--- config.mk ---
export PLATFORM = sky130hd
export DESIGN_NAME = vga_timing_gen_flat
export DESIGN_NICKNAME = d
export VERILOG_FILES = /design/src/rtl/vga_timing_gen_if.sv /design/src/rtl/vga_timing_gen.sv /design/src/flat_wrapper.sv
export SDC_FILE = /design/constraint.sdc
export NUM_CORES = 1
export LEC_CHECK = 0
export ABC_CLOCK_PERIOD_IN_PS = 2400
export CORE_MARGIN = 5
export CORE_UTILIZATION = 44
export DETAILED_ROUTE_END_ITERATION = 12
export PLACE_DENSITY = 0.74
export SYNTH_ARGS = -nofsm -noshare
export SYNTH_HDL_FRONTEND = slang
export SYNTH_SLANG_ARGS = --single-unit
--- constraint.sdc ---
create_clock -name clk -period 2.4 [get_ports clk]
set_input_delay 0.6 -clock clk [delete_from_list [all_inputs] [get_ports clk]]
set_output_delay 0.6 -clock clk [all_outputs]
set_load 0.02 [all_outputs]
--- src/rtl/vga_timing_gen_if.sv ---
// Pixel-stream bundle shared by the timing source and every draw/overlay stage.
// The timing generator drives it through the 'out' modport; draw stages read it through 'in'.
interface vga_if;
   logic [10:0] vcount;
   logic        vsync;
   logic        vblnk;
   logic [10:0] hcount;
   logic        hsync;
   logic        hblnk;
   logic [11:0] rgb;

   modport out (output vcount, vsync, vblnk, hcount, hsync, hblnk, rgb);
   modport in  (input  vcount, vsync, vblnk, hcount, hsync, hblnk, rgb);
endinterface

--- src/rtl/vga_timing_gen.sv ---
// Free-running 1024x768@60 raster timing source with pixel-enable stall.
// Every output is a flop loaded from the next-pixel values, so all fields describe the same pixel.
module vga_timing_gen #(
   parameter int   H_ACTIVE    = 1024,
   parameter int   H_FP        = 24,
   parameter int   H_SYNC      = 136,
   parameter int   H_BP        = 160,
   parameter int   V_ACTIVE    = 768,
   parameter int   V_FP        = 3,
   parameter int   V_SYNC      = 6,
   parameter int   V_BP        = 29,
   parameter logic SYNC_ACTIVE = 1'b1
) (
   input  logic        clk,
   input  logic        rst,
   input  logic        pix_en,
   vga_if.out          vga_out,
   output logic        frame_start,
   output logic [15:0] frame_cnt
);

   localparam int H_TOTAL = H_ACTIVE + H_FP + H_SYNC + H_BP;
   localparam int V_TOTAL = V_ACTIVE + V_FP + V_SYNC + V_BP;

   localparam logic [10:0] H_LAST     = 11'(H_TOTAL - 1);
   localparam logic [10:0] V_LAST     = 11'(V_TOTAL - 1);
   localparam logic [10:0] H_BLNK_ON  = 11'(H_ACTIVE);
   localparam logic [10:0] V_BLNK_ON  = 11'(V_ACTIVE);
   localparam logic [10:0] H_SYNC_ON  = 11'(H_ACTIVE + H_FP);
   localparam logic [10:0] H_SYNC_OFF = 11'(H_ACTIVE + H_FP + H_SYNC - 1);
   localparam logic [10:0] V_SYNC_ON  = 11'(V_ACTIVE + V_FP);
   localparam logic [10:0] V_SYNC_OFF = 11'(V_ACTIVE + V_FP + V_SYNC - 1);

   logic [10:0] hcount_q, hcount_d;
   logic [10:0] vcount_q, vcount_d;
   logic        hsync_q, hsync_d;
   logic        vsync_q, vsync_d;
   logic        hblnk_q, hblnk_d;
   logic        vblnk_q, vblnk_d;
   logic        frame_start_q, frame_start_d;
   logic [15:0] frame_cnt_q, frame_cnt_d;

   logic        h_wrap;
   logic        v_wrap;
   logic [10:0] h_next;
   logic [10:0] v_next;

   always_comb begin
      // >= rather than == so an out-of-range count recovers on the next advance
      h_wrap = (hcount_q >= H_LAST);
      v_wrap = (vcount_q >= V_LAST);
      h_next = h_wrap ? 11'd0 : hcount_q + 11'd1;
      v_next = vcount_q;
      if (h_wrap) begin
         v_next = v_wrap ? 11'd0 : vcount_q + 11'd1;
      end

      hcount_d      = hcount_q;
      vcount_d      = vcount_q;
      hsync_d       = hsync_q;
      vsync_d       = vsync_q;
      hblnk_d       = hblnk_q;
      vblnk_d       = vblnk_q;
      frame_start_d = frame_start_q;
      frame_cnt_d   = frame_cnt_q;

      if (pix_en) begin
         hcount_d      = h_next;
         vcount_d      = v_next;
         hblnk_d       = (h_next >= H_BLNK_ON);
         vblnk_d       = (v_next >= V_BLNK_ON);
         hsync_d       = ((h_next >= H_SYNC_ON) && (h_next <= H_SYNC_OFF)) ? SYNC_ACTIVE : ~SYNC_ACTIVE;
         vsync_d       = ((v_next >= V_SYNC_ON) && (v_next <= V_SYNC_OFF)) ? SYNC_ACTIVE : ~SYNC_ACTIVE;
         frame_start_d = h_wrap && v_wrap;
         frame_cnt_d   = (h_wrap && v_wrap) ? frame_cnt_q + 16'd1 : frame_cnt_q;
      end
   end

   always_ff @(posedge clk or posedge rst) begin
      if (rst) begin
         hcount_q      <= 11'd0;
         vcount_q      <= 11'd0;
         hsync_q       <= ~SYNC_ACTIVE;
         vsync_q       <= ~SYNC_ACTIVE;
         hblnk_q       <= 1'b0;
         vblnk_q       <= 1'b0;
         frame_start_q <= 1'b0;
         frame_cnt_q   <= 16'd0;
      end else begin
         hcount_q      <= hcount_d;
         vcount_q      <= vcount_d;
         hsync_q       <= hsync_d;
         vsync_q       <= vsync_d;
         hblnk_q       <= hblnk_d;
         vblnk_q       <= vblnk_d;
         frame_start_q <= frame_start_d;
         frame_cnt_q   <= frame_cnt_d;
      end
   end

   // Colour is owned by the downstream draw stages; the source only supplies black.
   assign vga_out.rgb    = 12'h000;
   assign vga_out.hcount = hcount_q;
   assign vga_out.vcount = vcount_q;
   assign vga_out.hsync  = hsync_q;
   assign vga_out.vsync  = vsync_q;
   assign vga_out.hblnk  = hblnk_q;
   assign vga_out.vblnk  = vblnk_q;
   assign frame_start    = frame_start_q;
   assign frame_cnt      = frame_cnt_q;

endmodule

--- src/flat_wrapper.sv ---
// flat-port wrapper written by rule: the top's interface ports become plain ports
module vga_timing_gen_flat 
#(
   parameter int   H_ACTIVE    = 1024,
   parameter int   H_FP        = 24,
   parameter int   H_SYNC      = 136,
   parameter int   H_BP        = 160,
   parameter int   V_ACTIVE    = 768,
   parameter int   V_FP        = 3,
   parameter int   V_SYNC      = 6,
   parameter int   V_BP        = 29,
   parameter logic SYNC_ACTIVE = 1'b1
)
  (clk, rst, pix_en, frame_start, frame_cnt, vga_out_vcount, vga_out_vsync, vga_out_vblnk, vga_out_hcount, vga_out_hsync, vga_out_hblnk, vga_out_rgb);
  vga_if vga_out_i ();
  input  logic clk;
  input  logic rst;
  input  logic pix_en;
  output logic frame_start;
  output logic [15:0] frame_cnt;
  output wire logic [$bits(vga_out_i.vcount)-1:0] vga_out_vcount;
  output wire logic [$bits(vga_out_i.vsync)-1:0] vga_out_vsync;
  output wire logic [$bits(vga_out_i.vblnk)-1:0] vga_out_vblnk;
  output wire logic [$bits(vga_out_i.hcount)-1:0] vga_out_hcount;
  output wire logic [$bits(vga_out_i.hsync)-1:0] vga_out_hsync;
  output wire logic [$bits(vga_out_i.hblnk)-1:0] vga_out_hblnk;
  output wire logic [$bits(vga_out_i.rgb)-1:0] vga_out_rgb;
  assign vga_out_vcount = vga_out_i.vcount;
  assign vga_out_vsync = vga_out_i.vsync;
  assign vga_out_vblnk = vga_out_i.vblnk;
  assign vga_out_hcount = vga_out_i.hcount;
  assign vga_out_hsync = vga_out_i.hsync;
  assign vga_out_hblnk = vga_out_i.hblnk;
  assign vga_out_rgb = vga_out_i.rgb;
  vga_timing_gen #(.H_ACTIVE(H_ACTIVE), .H_FP(H_FP), .H_SYNC(H_SYNC), .H_BP(H_BP), .V_ACTIVE(V_ACTIVE), .V_FP(V_FP), .V_SYNC(V_SYNC), .V_BP(V_BP), .SYNC_ACTIVE(SYNC_ACTIVE)) u_core (.clk(clk), .rst(rst), .pix_en(pix_en), .vga_out(vga_out_i), .frame_start(frame_start), .frame_cnt(frame_cnt));
endmodule
# Word level (Yosys, flattened, before mapping)
# Cells that the tools add are included.
dict set report totals {
  ff_bits 43
  output_inout_bits 55
}
dict set report classes {
  add_sub_neg 3
  n_lt_le_gt_ge 8
  n_mux 5
  reduce_logical 4
}
# operator count
set ops {}
lappend ops {{$ge 11x10->1 const B} 3}
lappend ops {{$ge 11x11->1 const B} 3}
lappend ops {{$mux 11} 3}
lappend ops {{$add 11x1->11 const B} 2}
lappend ops {{$add 16x1->16 const B} 1}
lappend ops {{$le 11x10->1 const B} 1}
lappend ops {{$le 11x11->1 const B} 1}
lappend ops {{$logic_and 1x1->1} 3}
lappend ops {{$mux 1} 2}
lappend ops {{$reduce_and 2->1} 1}

# Logic depth before layout (Yosys ltp)
dict set report depth {
  word_depth 6
  ltp_mapped 11
  depth_no_buf 9
}

# Worst setup path after synthesis
# OpenSTA, ideal clock, no wires.
dict set report synth_timing {
  path_kind {register to register}
  startpoint {reg u_core.vcount_q[4], in the netlist u_core.vga_out.vcount[4]}
  endpoint {reg u_core.frame_cnt_q[6], in the netlist u_core.frame_cnt[6]}
  arrival_time_ns 2.332
  t_required_ns 2.271
  slack_ns -0.061
  stages_incl_launch_ff 11
  cell_sequence {dfrtp_1 -> buf_6 -> or4_4 -> o32a_1 -> buf_6 -> and4_4 -> buf_6 -> and3_4 -> buf_6 -> nand4_2 -> xnor2_1}
}
dict set report synth_between {
  elab_chain_len 3
}
# item line
set synth_rtl {}
lappend synth_rtl {{start, declared} vga_timing_gen.sv:35} ;# logic [10:0] vcount_q, vcount_d;
lappend synth_rtl {{start signal, assigned} vga_timing_gen.sv:91} ;# vcount_q <= vcount_d;
lappend synth_rtl {{$ge 11x10->1} vga_timing_gen.sv:51} ;# v_wrap = (vcount_q >= V_LAST);
lappend synth_rtl {{$logic_and 1x1->1} vga_timing_gen.sv:75} ;# frame_cnt_d = (h_wrap && v_wrap) ? frame_cnt_q + 16'd1 : frame_cnt_q;
lappend synth_rtl {{$reduce_and 2->1 (no source line)} --}
lappend synth_rtl {{end signal, assigned} vga_timing_gen.sv:97} ;# frame_cnt_q <= frame_cnt_d;
lappend synth_rtl {{end, declared} vga_timing_gen.sv:41} ;# logic [15:0] frame_cnt_q, frame_cnt_d;
# No other way between the ends.
# A chain may end at the register's enable or synchronous reset.

# Final worst setup path
dict set report layout_timing {
  startpoint {reg u_core.vcount_q[0], in the netlist u_core.vga_out.vcount[0]}
  endpoint {reg u_core.vsync_q, in the netlist u_core.vga_out.vsync}
}
dict set report layout_between {
  elab_chain_len 6
  word_cells_on_any_way 8
}
# item line
set layout_rtl {}
lappend layout_rtl {{$add 11x1->11 or $ge 11x10->1 (tied branches)} {vga_timing_gen.sv:55, vga_timing_gen.sv:51}}
lappend layout_rtl {{$mux 11} vga_timing_gen.sv:55} ;# v_next = v_wrap ? 11'd0 : vcount_q + 11'd1;
lappend layout_rtl {{$mux 11 (*)} vga_timing_gen.sv:54} ;# if (h_wrap) begin
lappend layout_rtl {{$ge 11x10->1 or $le 11x10->1 (tied branches)} vga_timing_gen.sv:73} ;# vsync_d = ((v_next >= V_SYNC_ON) && (v_next <= V_SYNC_OFF)) ? SYNC_ACTIVE : ~SYNC_ACTIVE;
lappend layout_rtl {{$logic_and 1x1->1 (*)} vga_timing_gen.sv:73}
lappend layout_rtl {{$mux 1 (*)} vga_timing_gen.sv:73}
lappend layout_rtl {{end signal, assigned} vga_timing_gen.sv:84} ;# vsync_q <= ~SYNC_ACTIVE;
lappend layout_rtl {{end signal, assigned} vga_timing_gen.sv:93} ;# vsync_q <= vsync_d;
lappend layout_rtl {{end, declared} vga_timing_gen.sv:37} ;# logic vsync_q, vsync_d;
# Every way passes the cells marked *; elsewhere a longest branch is shown, timed or not.

==> results by group <==
Power and ir drop
  • Sw Share: around a third
  • Leakage: 1.44 nW
  • Comb power frac: 30.7%
  • Sequential power share: 43.6%
  • VDD IR max: between 0.4 and 0.5 mV
  • NetSw: 0.639 mW
  • Pwr/cell area: around 580 nW/um^2
  • Internal Power: 1.26 mW
  • Clock share of power: between 20% and 30%

Yosys
  • Synthesis warning total: 0
  • Async S/R FF share, synth: between 90% and 100%
  • Top_reg_cell synth: dfrtp_1
  • #FFs+latches synth: 43
  • Cells after synthesis: 274
  • Post-synth EDFFs: 0
  • Post-synthesis sequential area ratio: 42.1%
  • Synth Area per Inst: 9.32 sq um
  • Mapped Area: 2550 sq um
  • Netlist cell types: 49

CTS
  • Worst skew pair latency: 0.31 ns
  • CTS Buf Count: 5
  • Max Buffers Root-to-Sink: 2
  • CTS tree: done
  • Clk sink count: 43
  • Clock Pin Slew Worst Setup and Hold Paths: 0.09 ns
  • H-tree lvl count: 2
  • Root Buffer: clkbuf_8

Floorplan
  • Initial core utilization: 45.8%
  • Core area: 5570 sq um
  • Die area: 7430 sq um
  • Die Ht: approximately 86 um
  • # rows: 27
  • Die W: 86.2 um
  • I/O Pins: 58

Drt
  • DR pass1 iterations: 4
  • Drt drc: 0
  • Post-DR vias/cell: 5.55
  • Wire per inst: 15.3 um
  • DR iter-0 viols: 84
  • DRT antenna net count: 0
  • Routed WL: between 6 and 7 mm
  • Vias: 2275

Global routing
  • Vias in the first global route: 2281
  • Global-route wire length before repair: 10.7 mm
  • Largest net degree at the start of global routing: 44
  • Total Routing Usage GR: between 15 and 20%
  • Initial antenna violation count: 0
  • Gr ovfl total: 0

Timing
  • RSZ-0062 raised after global routing: no
  • Final clock skew: between 0.01 and 0.015 ns
  • Min Tclk post-route: about 2.3 ns
  • TNS Setup: 0 ns
  • Hold Slack: 0.476 ns
  • Fmax: about 440 MHz
  • Setup Viol. Count Final: 0
  • Worst slew pin tran: roughly 0.54 ns
  • Final period util: 95.4%
  • Slew headroom: 63.9%
  • Fin. Hold Viols: 0
  • Slew Limit Fails: 0

Place
  • GP Congestion: 0.867
  • Port-buffer cells: 45
  • Post-Place Cells: 400
  • Post-DP Area: 3150 sq um
  • DP Wirelength: 4.52 mm

Final layout
  • Layout cells sized above 1: 16.3%
  • Fill count: 491
  • Area grow syn2layout: 28.6%
  • Layout Cells excl Fill: between 400 and 500
  • Ant diodes: 0
  • Fin nets: 344
  • Design Area, Final: 3280 sq um

Worst setup path
  • Critical Path RT: 2.58 ns
  • CP Max Fanout: 8
  • Arrival time at the worst endpoint: 2.47 ns
  • Crit path launch type: register
  • Setup Crit Path Kind: reg2reg
  • Crit end category: register

Hold path
  • HP Class: reg2reg

Run
  • Max Cap Violations: 0

Outcome
  • Status: completed
power groups by stage:
stage / Combinational (mW) / Clock (mW) / Sequential, mW
4_1_cts: 0.582 / 0.500 / 0.827
6_report: 0.582 / 0.488 / 0.828
3_5_place_dp: 0.576 / 0 / 0.842
2_1_floorplan: 0.224 / 0 / 0.949
5_1_grt: 0.638 / 0.541 / 0.836
3_3_place_gp: 0.569 / 0 / 0.839
synth_stat cells, types with 2 or more instances:
| cell type | number | share of area (%) |
|---|---|---|
| o31ai_1 | 10 | 2.9 |
| o311ai_0 | 2 | 0.69 |
| nand2_1 | 29 | 4.3 |
| buf_6 | 4 | 1.8 |
| nand3_1 | 18 | 3.5 |
| nor2_1 | 20 | 2.9 |
| and3_1 | 8 | 2.0 |
| and4_1 | 2 | 0.69 |
| mux2_2 | 3 | 1.3 |
| dfrtp_1 | 43 | 42 |
| xnor2_1 | 16 | 5.5 |
| a22o_1 | 2 | 0.69 |
| nand4_1 | 5 | 1.2 |
| xor2_1 | 9 | 3.1 |
| a21oi_1 | 4 | 0.78 |
| ha_1 | 4 | 2.0 |
| and2_1 | 4 | 0.98 |
| o21a_1 | 2 | 0.59 |
| clkbuf_1 | 10 | 1.5 |
| o41ai_1 | 2 | 0.69 |
| o21ai_0 | 25 | 4.9 |
| o22ai_1 | 2 | 0.49 |
| nand4_2 | 3 | 1.5 |
| buf_4 | 12 | 3.5 |
| o31a_1 | 2 | 0.69 |
| inv_1 | 7 | 1.0 |
| a21o_1 | 4 | 1.2 |
through the flow:
stage	worst slack [ns]	util [%]	total power, mW
global placement	0.0303	56.5	1.41
finish	0.111	58.9	1.90
floorplan	0.00486	-	1.17
detailed placement	0.0445	56.5	1.42
CTS	0.0126	58.2	1.91
global route	0.00298	58.9	2.01
what timing repair did:
action                     in CTS  in global routing
setup endpoints to repair       0                  9
hold buffers                    0                  0
gates resized for setup         0                  9
buffers inserted                0                  2
registers in the layout (all words and copies together) (netlist names):
signal and count:
u_core.vga_out.vblnk 1, u_core.vga_out.vsync 1, u_core.vga_out.hsync 1, u_core.frame_cnt 16, u_core.vga_out.vcount 11, u_core.vga_out.hblnk 1, u_core.vga_out.hcount 11, u_core.frame_start 1
critical path: stages, from the launching register on:
cell and delay (ns):
dfrtp_1 0.39, ha_1 0.20, o31a_1 0.35, o32a_4 0.43, a31oi_1 0.23, nor2_1 0.09
o311ai_1 0.27, o21a_1 0.15, o31ai_1 0.07
worst paths after layout:
check,startpoint,endpoint,slack [ns],cells after the start
worst min-delay path,u_core.frame_cnt[15],u_core.frame_cnt[15],0.48,1
max in group asynchronous,rst,u_core.vga_out.vcount[6],1.27,3
min in group asynchronous,rst,u_core.vga_out.hcount[8],0.73,3
worst min register to register,u_core.frame_cnt[15],u_core.frame_cnt[15],0.48,1
worst max register to register,u_core.vga_out.vcount[0],u_core.vga_out.vsync,0.11,8
worst max-delay path,u_core.vga_out.vcount[0],u_core.vga_out.vsync,0.11,8
cell families after synthesis:
logic type	count (synthesis)	share of synthesized area [%]
AOI/OAI and AO/OA	63	16.8
other	1	0.147
xor gates and xnor gates	25	8.57
and+or+nand+nor	100	20.7
adders and majority gates	4	1.96
DFF	43	42.1
muxes	4	1.71
buffers and inverters	34	7.99
cell type report:
type	count	area, sq um	area share [%]
Clock buffer	5	68.8	2.10
Sequential cell	43	1080	32.9
Inverter	7	26.3	0.800
Multi-Input combinational cell	208	1340	40.8
Tap cell	72	90.1	2.74
Clock inverter	3	23.8	0.724
Timing Repair Buffer	72	653	19.9
routing by layer:
| metal | GRT usage [%] | share of wire [%] |
|---|---|---|
| met2 | 29.0 | 46 |
| met1 | 23.6 | 45 |
| met5 | 0 | 0 |
| met3 | 3.99 | 6.4 |
| met4 | 4.53 | 2.0 |
cells in the final DEF, fill, tap and decap left out, drive strengths merged, types with 5 or more instances in the layout:
cell type / instances
o21ai: 25
nand3: 19
and2: 5
clkbuf: 5
nand4: 8
o31ai: 10
nand2: 29
clkdlybuf4s50: 45
conb: 12
xnor2: 16
inv: 8
xor2: 9
dfrtp: 43
and3: 9
nor2: 20
buf: 27
Note: power is estimated with default switching activity, not from simulation.
